`config.mk`:
```
export PLATFORM = sky130hd
export DESIGN_NAME = score_input_ctrl
export DESIGN_NICKNAME = d
export VERILOG_FILES = /design/src/rtl/score_input_ctrl_pkg.sv /design/src/rtl/score_input_ctrl_debounce.sv /design/src/rtl/score_input_ctrl.sv
export SDC_FILE = /design/constraint.sdc
export NUM_CORES = 1
export LEC_CHECK = 0
export BUFFER_PORTS_ARGS = -buffer_cell sky130_fd_sc_hd__buf_2
export CORE_MARGIN = 2
export CORE_UTILIZATION = 40
export CTS_CLUSTER_SIZE = 8
export DETAILED_ROUTE_END_ITERATION = 10
export PLACE_DENSITY = 0.6
export SYNTH_ARGS = -nofsm -noshare
export SYNTH_HDL_FRONTEND = slang
export SYNTH_SLANG_ARGS = --single-unit
```
`constraint.sdc`:
```
create_clock -name clk -period 5.9 [get_ports clk]
set_clock_uncertainty 0.05 [all_clocks]
set_input_delay 0.885 -clock clk [delete_from_list [all_inputs] [get_ports clk]]
set_output_delay 0.885 -clock clk [all_outputs]
set_load 0.02 [all_outputs]
```
`src/rtl/score_input_ctrl_pkg.sv`:
```
// Shared constants and helpers for the score input controller.
package score_input_ctrl_pkg;

  localparam int unsigned NUM_BTN_DEF   = 4;
  localparam int unsigned DB_CYCLES_DEF = 16;
  localparam int unsigned SCORE_W_DEF   = 32;
  localparam int unsigned OUT_W         = 32;
  localparam int unsigned MAX_BTN       = 16;
  localparam int unsigned CNT_W         = 16;

  function automatic logic [4:0] popcount(input logic [MAX_BTN-1:0] v);
    logic [4:0] n;
    n = '0;
    for (int unsigned i = 0; i < MAX_BTN; i++) begin
      n = n + 5'(v[i]);
    end
    return n;
  endfunction

endpackage

```
`src/rtl/score_input_ctrl_debounce.sv`:
```
// One button channel: two-flop synchronizer, debounce counter, stable level
// and a one-cycle press pulse on each debounced rising level.
module btn_debounce
  import score_input_ctrl_pkg::*;
#(
  parameter int unsigned DB_CYCLES = DB_CYCLES_DEF
) (
  input  logic clk,
  input  logic clr,
  input  logic btn_i,
  output logic level_o,
  output logic press_o
);

  localparam logic [CNT_W-1:0] LAST = CNT_W'(DB_CYCLES - 1);

  logic             sync1_q, sync2_q;
  logic             stable_q, stable_d;
  logic             press_q, press_d;
  logic [CNT_W-1:0] cnt_q, cnt_d;

  // Toggle on the DB_CYCLES-th consecutive mismatching edge; press pulse
  // is registered alongside so it coincides with the new stable level.
  always_comb begin
    stable_d = stable_q;
    press_d  = 1'b0;
    cnt_d    = '0;
    if (sync2_q != stable_q) begin
      if (cnt_q == LAST) begin
        stable_d = ~stable_q;
        press_d  = ~stable_q;
      end else begin
        cnt_d = cnt_q + CNT_W'(1);
      end
    end
  end

  always_ff @(posedge clk or posedge clr) begin
    if (clr) begin
      sync1_q  <= 1'b0;
      sync2_q  <= 1'b0;
      stable_q <= 1'b0;
      press_q  <= 1'b0;
      cnt_q    <= '0;
    end else begin
      sync1_q  <= btn_i;
      sync2_q  <= sync1_q;
      stable_q <= stable_d;
      press_q  <= press_d;
      cnt_q    <= cnt_d;
    end
  end

  assign level_o = stable_q;
  assign press_o = press_q;

endmodule

```
`src/rtl/score_input_ctrl.sv`:
```
// Debounced button bank with saturating press score and a lowest-index-first
// press event queue (one pending bit per channel, ack handshake).
module score_input_ctrl
  import score_input_ctrl_pkg::*;
#(
  parameter int unsigned NUM_BTN   = NUM_BTN_DEF,
  parameter int unsigned DB_CYCLES = DB_CYCLES_DEF,
  parameter int unsigned SCORE_W   = SCORE_W_DEF,
  localparam int unsigned ID_W     = (NUM_BTN > 1) ? $clog2(NUM_BTN) : 1
) (
  input  logic               clk,
  input  logic               clr,
  input  logic [NUM_BTN-1:0] button,
  input  logic               score_clr,
  input  logic               ack,
  output logic [NUM_BTN-1:0] light,
  output logic               event_valid,
  output logic [ID_W-1:0]    event_id,
  output logic [OUT_W-1:0]   buttonPressed
);

  logic [NUM_BTN-1:0] press;
  logic [MAX_BTN-1:0] press_ext;
  logic [4:0]         press_cnt;
  logic [NUM_BTN-1:0] pend_q, pend_d, ack_mask;
  logic [SCORE_W-1:0] score_q, score_d;
  logic [SCORE_W:0]   sum;
  logic               found;

  for (genvar g = 0; g < NUM_BTN; g++) begin : g_btn
    btn_debounce #(
      .DB_CYCLES(DB_CYCLES)
    ) u_db (
      .clk     (clk),
      .clr     (clr),
      .btn_i   (button[g]),
      .level_o (light[g]),
      .press_o (press[g])
    );
  end

  always_comb begin
    press_ext              = '0;
    press_ext[NUM_BTN-1:0] = press;
    press_cnt              = popcount(press_ext);
  end

  // Adding at most 16 to a saturated-width value can only overflow into the
  // single extra sum bit, so that bit alone flags saturation.
  always_comb begin
    sum = {1'b0, score_q} + (SCORE_W+1)'(press_cnt);
    if (score_clr) begin
      score_d = SCORE_W'(press_cnt);
    end else if (sum[SCORE_W]) begin
      score_d = '1;
    end else begin
      score_d = sum[SCORE_W-1:0];
    end
  end

  always_comb begin
    event_id = '0;
    found    = 1'b0;
    for (int unsigned i = 0; i < NUM_BTN; i++) begin
      if (pend_q[i] && !found) begin
        event_id = ID_W'(i);
        found    = 1'b1;
      end
    end
  end

  assign event_valid = |pend_q;

  // Set after clear so a press coinciding with its own ack stays pending.
  always_comb begin
    ack_mask = '0;
    if (ack && event_valid) begin
      ack_mask = NUM_BTN'(1) << event_id;
    end
    pend_d = (pend_q & ~ack_mask) | press;
  end

  always_ff @(posedge clk or posedge clr) begin
    if (clr) begin
      pend_q  <= '0;
      score_q <= '0;
    end else begin
      pend_q  <= pend_d;
      score_q <= score_d;
    end
  end

  assign buttonPressed = OUT_W'(score_q);

endmodule
```
==> summary.txt, run 1 <==
Yosys
  • Syn nets: 570
  • Leading area contributor after synthesis: dfrtp_1
  • Largest cells by area after synthesis: dfrtp_1, xnor2_1, nor2_1
  • Register area share after synthesis: between 50% and 60%
  • Synth async-reset ratio: 100%
  • Yosys reg bits: 116
  • Cell with the most instances after synthesis: dfrtp_1
  • Syn_area_per_cell: 10.2 sq um
  • Ys flop type: dfrtp_1
  • Synth cell count leaders: dfrtp_1, nor2_1, xnor2_1
  • Synth top area share: roughly 52%
  • Post-synth EDFFs: 0
  • Cell variety after synth: 46
  • Post-Synthesis Cells: 551
  • Cell Area, Synth: 5610 sq um
  • Yosys warnings: 0

Worst setup path
  • Worst-path fanout max: 26
  • Critical Path AT: 4.35 ns
  • CP bufs+invs: 3
  • Crit start category: flop
  • Required time of the critical path: between 6 and 7 ns
  • Most frequent CP cell: inv_1
  • R2R Setup Slk: 1.82 ns
  • CP max stage delay: approximately 1.1 ns
  • Worst Setup Path Type: flop to flop
  • WP depth: 11
  • RR Startpoint: g_btn[0].u_db.press_o
  • Critical-path cell list: inv_1, fa_1, inv_1, ha_1, ha_1, inv_1, fa_1, and2b_1, o2111ai_4, or4_1, a31oi_1
  • Reg-to-Reg End: buttonPressed[2]
  • Slowest cell on crit path: or4_1
  • Worst reg2reg path depth: 11
  • CP Capture Type: flop
  • CP top delay family: adder cells

Drt
  • First-iteration detailed-routing DRC count: 200
  • ANT nets after route: 0
  • Residual DRC: 0
  • TritonRoute pass-1 iters: 4
  • Vias after detailed routing: 4029
  • Drt total wl: 11100 microns
  • WL/cell: 14.1 microns
  • Via density: just over 5

STA
  • Fmax: 245 MHz
  • Slew @ Worst Pin: between 1 and 1.5 ns
  • Crit share post-route: roughly 69%
  • Final hold vios: 0
  • Min Tclk post-route: 4.08 ns
  • Pins Over Slew Limit: 0
  • # setup viols final: 0
  • Setup TNS: 0 ns
  • RSZ-0062 raised after global routing: false
  • Slew headroom: 21.4%

Outcome
  • Outcome: finished, final reports clean

Clock network
  • Bufs on Longest Clock Path: 2
  • Clk root buf: clkbuf_16
  • H-tree depth: 4
  • Number of gates resized after cts: 0
  • Clock sinks: roughly 120
  • Clock buffer count from CTS: 17
  • CTS tree: yes
  • Setup bufs post-CTS: 0
  • Clock Latency Late Sink: slightly above 0.4 ns
  • # hold bufs at CTS: 0
  • Clock slew at reported path FFs: roughly 0.06 ns

Floorplanning
  • Die area: 15000 sq um
  • IO Pins: 47
  • Width of the die: 122 microns
  • Core area: between 10000 and 15000 sq um
  • Rows: 43
  • Initial Util: 40.7%
  • Die H: around 120 microns

Worst hold path
  • Worst Hold Endpoint: g_btn[0].u_db.sync2_q
  • Hold depth: 0
  • Hold Path Origin: g_btn[0].u_db.sync1_q
  • Hold Path Class: flop to flop

Power and ir drop
  • Power Density: 290 nW/um^2
  • VDD IR max: 0.165 mV
  • Leak pwr: 2.94 nW

Layout
  • Layout Nets: 616
  • Area taken by multi-input logic gates: ~2500 sq um
  • ANT cells: 0
  • Fill cells: between 1000 and 1500
  • Final Util: between 40% and 50%
  • Layout area overhead: 16.7%
  • Reg area: 2900 sq um
  • Ratio of cells with drive above 1 in the final layout: between 10% and 20%

GRT
  • Antenna violations before repair: 0
  • Total track usage: 15.8%
  • Largest net degree at the start of global routing: 63
  • Vias in the first global route: ~4000
  • Grt ovf: 0
  • Global-route wire length before repair: 18600 microns

Placed design
  • Post-DP HPWL: 7370 microns
  • Gp weighted congestion: 0.823
  • Port Buffer Count: 46

Job
  • Max-cap viol count: 0
==> worst register-to-register path, stage by stage, from the launching register on <==
cell and delay (ns):
dfrtp_1 0.34, inv_1 0.07, fa_1 0.55, inv_1 0.04, ha_1 0.17, ha_1 0.31, inv_1 0.07, fa_1 0.42
and2b_1 0.29, o2111ai_4 0.20, or4_1 1.11, a31oi_1 0.37
==> stage by stage <==
stage                     power, mW  hold slack, ns  setup slack, ns  cell area, sq um  std cells
final                          1.90           0.296             1.82              6550        790
after global routing           1.97           0.317             1.61              6550        790
after CTS                      1.93           0.298             1.81              6550        790
after detailed placement      0.876           0.286             1.86              5940        758
after global placement        0.875           0.283             1.97              5940        758
after floorplan               0.861           0.281             1.89              5610        551
==> cells by family (layout without fill, tap and decap cells) <==
group	after synthesis	count (layout)	synth area share [%]
AND/OR/NAND/NOR	239	239	21.6
multiplexers	4	4	0.803
adder cells (fa/ha/maj)	11	11	2.72
AO/OA/AOI/OAI	59	59	7.05
flip-flops	116	116	51.8
XOR/XNOR	77	77	12.0
buffers and inverters	45	104	4.04
==> worst max-delay path by stage <==
| stage | start | to | slack [ns] |
|---|---|---|---|
| after floorplan | clr | buttonPressed[0] | 1.89 |
| after global placement | g_btn[0].u_db.press_o | buttonPressed[2] | 1.97 |
| after detailed placement | g_btn[0].u_db.press_o | buttonPressed[2] | 1.86 |
| after CTS | g_btn[0].u_db.press_o | buttonPressed[2] | 1.81 |
| after global routing | g_btn[0].u_db.press_o | buttonPressed[2] | 1.61 |
| final | g_btn[0].u_db.press_o | buttonPressed[2] | 1.82 |
==> flip-flops by register name, indices dropped and copies added, names as in the netlist <==
signal / flops
g_btn.u_db.sync1_q: 4
pend_q: 4
g_btn.u_db.level_o: 4
buttonPressed: 32
g_btn.u_db.sync2_q: 4
g_btn.u_db.cnt_q: 64
g_btn.u_db.press_o: 4
==> routing by layer <==
metal / up-vias / GRT usage [%] / part of all wire (%)
li1: 1978 / - / -
met1: 1970 / 20.6 / 47
met2: 72 / 24.9 / 48
met3: 9 / 4.83 / 3.9
met4: 0 / 6.11 / 0.85
met5: - / 0 / 0
==> layout by cell type, fill, tap and decap left out, types with 2 or more instances in the layout <==
cell        synthesis  layout
inv_1              24      23
xnor2_1            49      49
a21oi_1            22      22
clkinvlp_4          0       3
a311oi_1            2       2
xor2_1             28      28
nand4_1            12      12
ha_1                9       9
and3_4              2       2
mux2_2              4       4
or3_1               8       8
nor3_1             14      14
or2_2               2       2
o21ai_0            11      11
nor2_1             77      77
clkinv_2            0       4
clkinv_4            0       3
a21o_1              2       2
nand3_1            29      29
nor4_1             20      20
buf_2               1      46
a31oi_1             4       4
nand2_1            34      34
fa_1                2       2
and3_1             22      22
nor3b_1             6       6
and4_1              4       4
dfrtp_1           116     116
clkbuf_16           0      17
bufinv_16           0       3
buf_4               4       2
a21oi_2            13      13
==> area by class of cell <==
| cell class | instances | share of cell area (%) |
|---|---|---|
| clock buffer | 19 | 6.77 |
| inverter | 24 | 1.41 |
| multi-input combinational | 390 | 37.9 |
| sequential | 116 | 44.4 |
| timing repair buffer | 48 | 3.75 |
| clock inverter | 13 | 2.43 |
| tap | 180 | 3.44 |
==> report_power, final <==
part	leakage, nW	switching (mW)	internal [mW]
registers	1.59	0.00704	0.807
logic	1.06	0.0349	0.0116
clock network	0.289	0.363	0.673
total	2.94	0.405	1.49
(Power assumes the default switching activity.)
==> run 2: changes to the inputs <==
--- a/config.mk
+++ b/config.mk
@@ -10,7 +10,7 @@
 export CORE_UTILIZATION = 40
 export CTS_CLUSTER_SIZE = 8
 export DETAILED_ROUTE_END_ITERATION = 10
-export PLACE_DENSITY = 0.6
+export PLACE_DENSITY = 0.62
 export SYNTH_ARGS = -nofsm -noshare
 export SYNTH_HDL_FRONTEND = slang
 export SYNTH_SLANG_ARGS = --single-unit
==> constraint.sdc (replaced) <==
create_clock -name clk -period 3.5 [get_ports clk]
set_clock_uncertainty 0.05 [all_clocks]
set_input_delay 0.525 -clock clk [delete_from_list [all_inputs] [get_ports clk]]
set_output_delay 0.525 -clock clk [all_outputs]
set_load 0.02 [all_outputs]
==> summary.txt, run 2 (synthesis gave the netlist of run 1 again) <==
Outcome
  • Outcome: finished, final reports clean

Layout
  • Fill cells: 1311
  • Area taken by multi-input logic gates: 2490 sq um
  • Post-Layout Cell Count: a little under 800
  • Most frequent cells in the layout: dfrtp_1, nor2_1, xnor2_1, buf_2, nand2_1
  • Final Util: 47.9%
  • Largest reg by FF count: g_btn.u_db.cnt_q
  • Layout Nets: slightly above 600
  • Ratio of cells with drive above 1 in the final layout: a little under a fifth
  • Commonest non-fill, non-tap cell in the layout: dfrtp_1
  • Layout area overhead: 17.7%
  • ANT cells: 0
  • Reg area: 2900 sq um
  • Design area: ~6600 sq um
  • Largest register FFs: 64

Power and ir drop
  • Combinational group share of total power: 2.6%
  • P_sw: 0.661 mW
  • Reg power frac: between 40% and 50%
  • Power, Total: a little over 3 mW
  • Power Density: around 470 nW/um^2
  • Clock group share of total power: 53.3%
  • Switching Share: approximately a fifth
  • Internal Power: 2.45 mW
  • Leak pwr: 2.96 nW
  • VDD IR max: 0.275 mV

Worst setup path
  • Most frequent CP cell: inv_1
  • Crit start category: flop
  • Worst-path fanout max: 9
  • Critical-path cell list: inv_1, fa_1, inv_1, ha_1, ha_1, inv_1, fa_2, and2b_2, o2111ai_4, or4_4, buf_4, a21oi_1
  • Required time of the critical path: between 3 and 4 ns
  • Worst Setup Path Type: flop to flop
  • CP Capture Type: flop
  • Critical Path AT: 3.63 ns
  • CP max stage delay: 0.56 ns
  • Slowest cell on crit path: or4_4

Placed design
  • Post-DP HPWL: 7240 microns
  • Cell Area, Placed: 5990 sq um
  • Gp weighted congestion: roughly 0.82
  • Placed Cells: 763
  • Dpl ws: -0.00281 ns
  • Port Buffer Count: 46

Job
  • Max-cap viol count: 0

Clock network
  • Clock sinks: about 120
  • Clk root buf: clkbuf_16
  • Bufs on Longest Clock Path: 2
  • CTS tree: yes
  • Clock slew at reported path FFs: 0.05 ns
  • Clock Latency Late Sink: approximately 0.42 ns
  • Clock buffer count from CTS: 17
  • H-tree depth: 4
  • # hold bufs at CTS: 0

Drt
  • WL/cell: 14.0 microns
  • Vias after detailed routing: 4047
  • Drt total wl: about 11000 microns
  • ANT nets after route: 0
  • First-iteration detailed-routing DRC count: 239
  • TritonRoute pass-1 iters: 4
  • Via density: 5.08
  • Residual DRC: 0

Floorplanning
  • Core area: 13800 sq um
  • Die H: 122 microns
  • IO Pins: 47
  • Die area: 15000 sq um
  • Initial Util: 40.7%
  • Width of the die: 122 microns
  • Rows: 43

GRT
  • Antenna violations before repair: 0
  • Largest net degree at the start of global routing: 117
  • Vias in the first global route: 4026
  • Global-route wire length before repair: 19300 microns
  • Total track usage: about 17%
  • Grt ovf: 0

STA
  • Setup WS post-layout: around 0.15 ns
  • Crit share post-route: 95.6%
  • Pins Over Slew Limit: 0
  • Slew headroom: 50.9%
  • Fmax: around 300 MHz
  • Setup TNS: 0 ns
  • Slew @ Worst Pin: roughly 0.74 ns
  • # setup viols final: 0
  • Min Tclk post-route: 3.35 ns
  • Final hold vios: 0
  • Hold WS: 0.159 ns

Worst hold path
  • Hold Path Class: input port to flop
run 2: power by group through the flow:
| stage | clock network [mW] | registers (mW) | logic (mW) |
|---|---|---|---|
| floorplan | 0 | 1.39 | 0.0571 |
| global placement | 0 | 1.39 | 0.0811 |
| detailed placement | 0 | 1.40 | 0.0830 |
| CTS | 1.71 | 1.37 | 0.0833 |
| global route | 1.77 | 1.37 | 0.0946 |
| finish | 1.66 | 1.37 | 0.0809 |
run 2: repair_timing:
action | 4_1_cts | 5_1_grt
endpoints found under the hold margin | 0 | 0
endpoints found under the setup margin | 2 | 30
gates resized for setup | 1 | 5
buffers inserted | 0 | 2
pin swaps | 0 | 2
run 2: worst max-delay path, delay by kind of cell, from the launching register on:
family                   cells  cell delay [ns]
buffers and inverters        4             0.37
AND/OR/NAND/NOR              2             0.83
AO/OA/AOI/OAI                2             0.27
flip-flops                   1             0.34
adder cells (fa/ha/maj)      4             1.39
run 2: area by class of cell:
| type | instances | area share (%) |
|---|---|---|
| inverter | 24 | 1.42 |
| clock inverter | 10 | 1.63 |
| sequential | 116 | 44.0 |
| timing repair buffer | 55 | 4.82 |
| multi-input combinational | 390 | 37.8 |
| tap | 180 | 3.41 |
| clock buffer | 21 | 6.98 |
run 2: per-layer routing:
| metal | routed length [microns] | up-vias | track usage (%) |
|---|---|---|---|
| met2 | 5200 | 63 | 24.5 |
| li1 | - | 1988 | - |
| met5 | 0 | - | 0 |
| met4 | 188 | 0 | 7.26 |
| met1 | 5290 | 1980 | 22.3 |
| met3 | 447 | 16 | 5.16 |
run 2: final timing paths:
path	start	to	slack (ns)	cells after the start
max	g_btn[0].u_db.press_o	buttonPressed[29]	0.15	12
min reg2reg	g_btn[2].u_db.sync1_q	g_btn[2].u_db.sync2_q	0.30	0
max reg2reg	g_btn[0].u_db.press_o	buttonPressed[29]	0.15	12
min in group asynchronous	clr	g_btn[1].u_db.cnt_q[1]	0.19	3
max in group asynchronous	clr	buttonPressed[5]	2.69	3
min	button[0]	g_btn[0].u_db.sync1_q	0.16	1
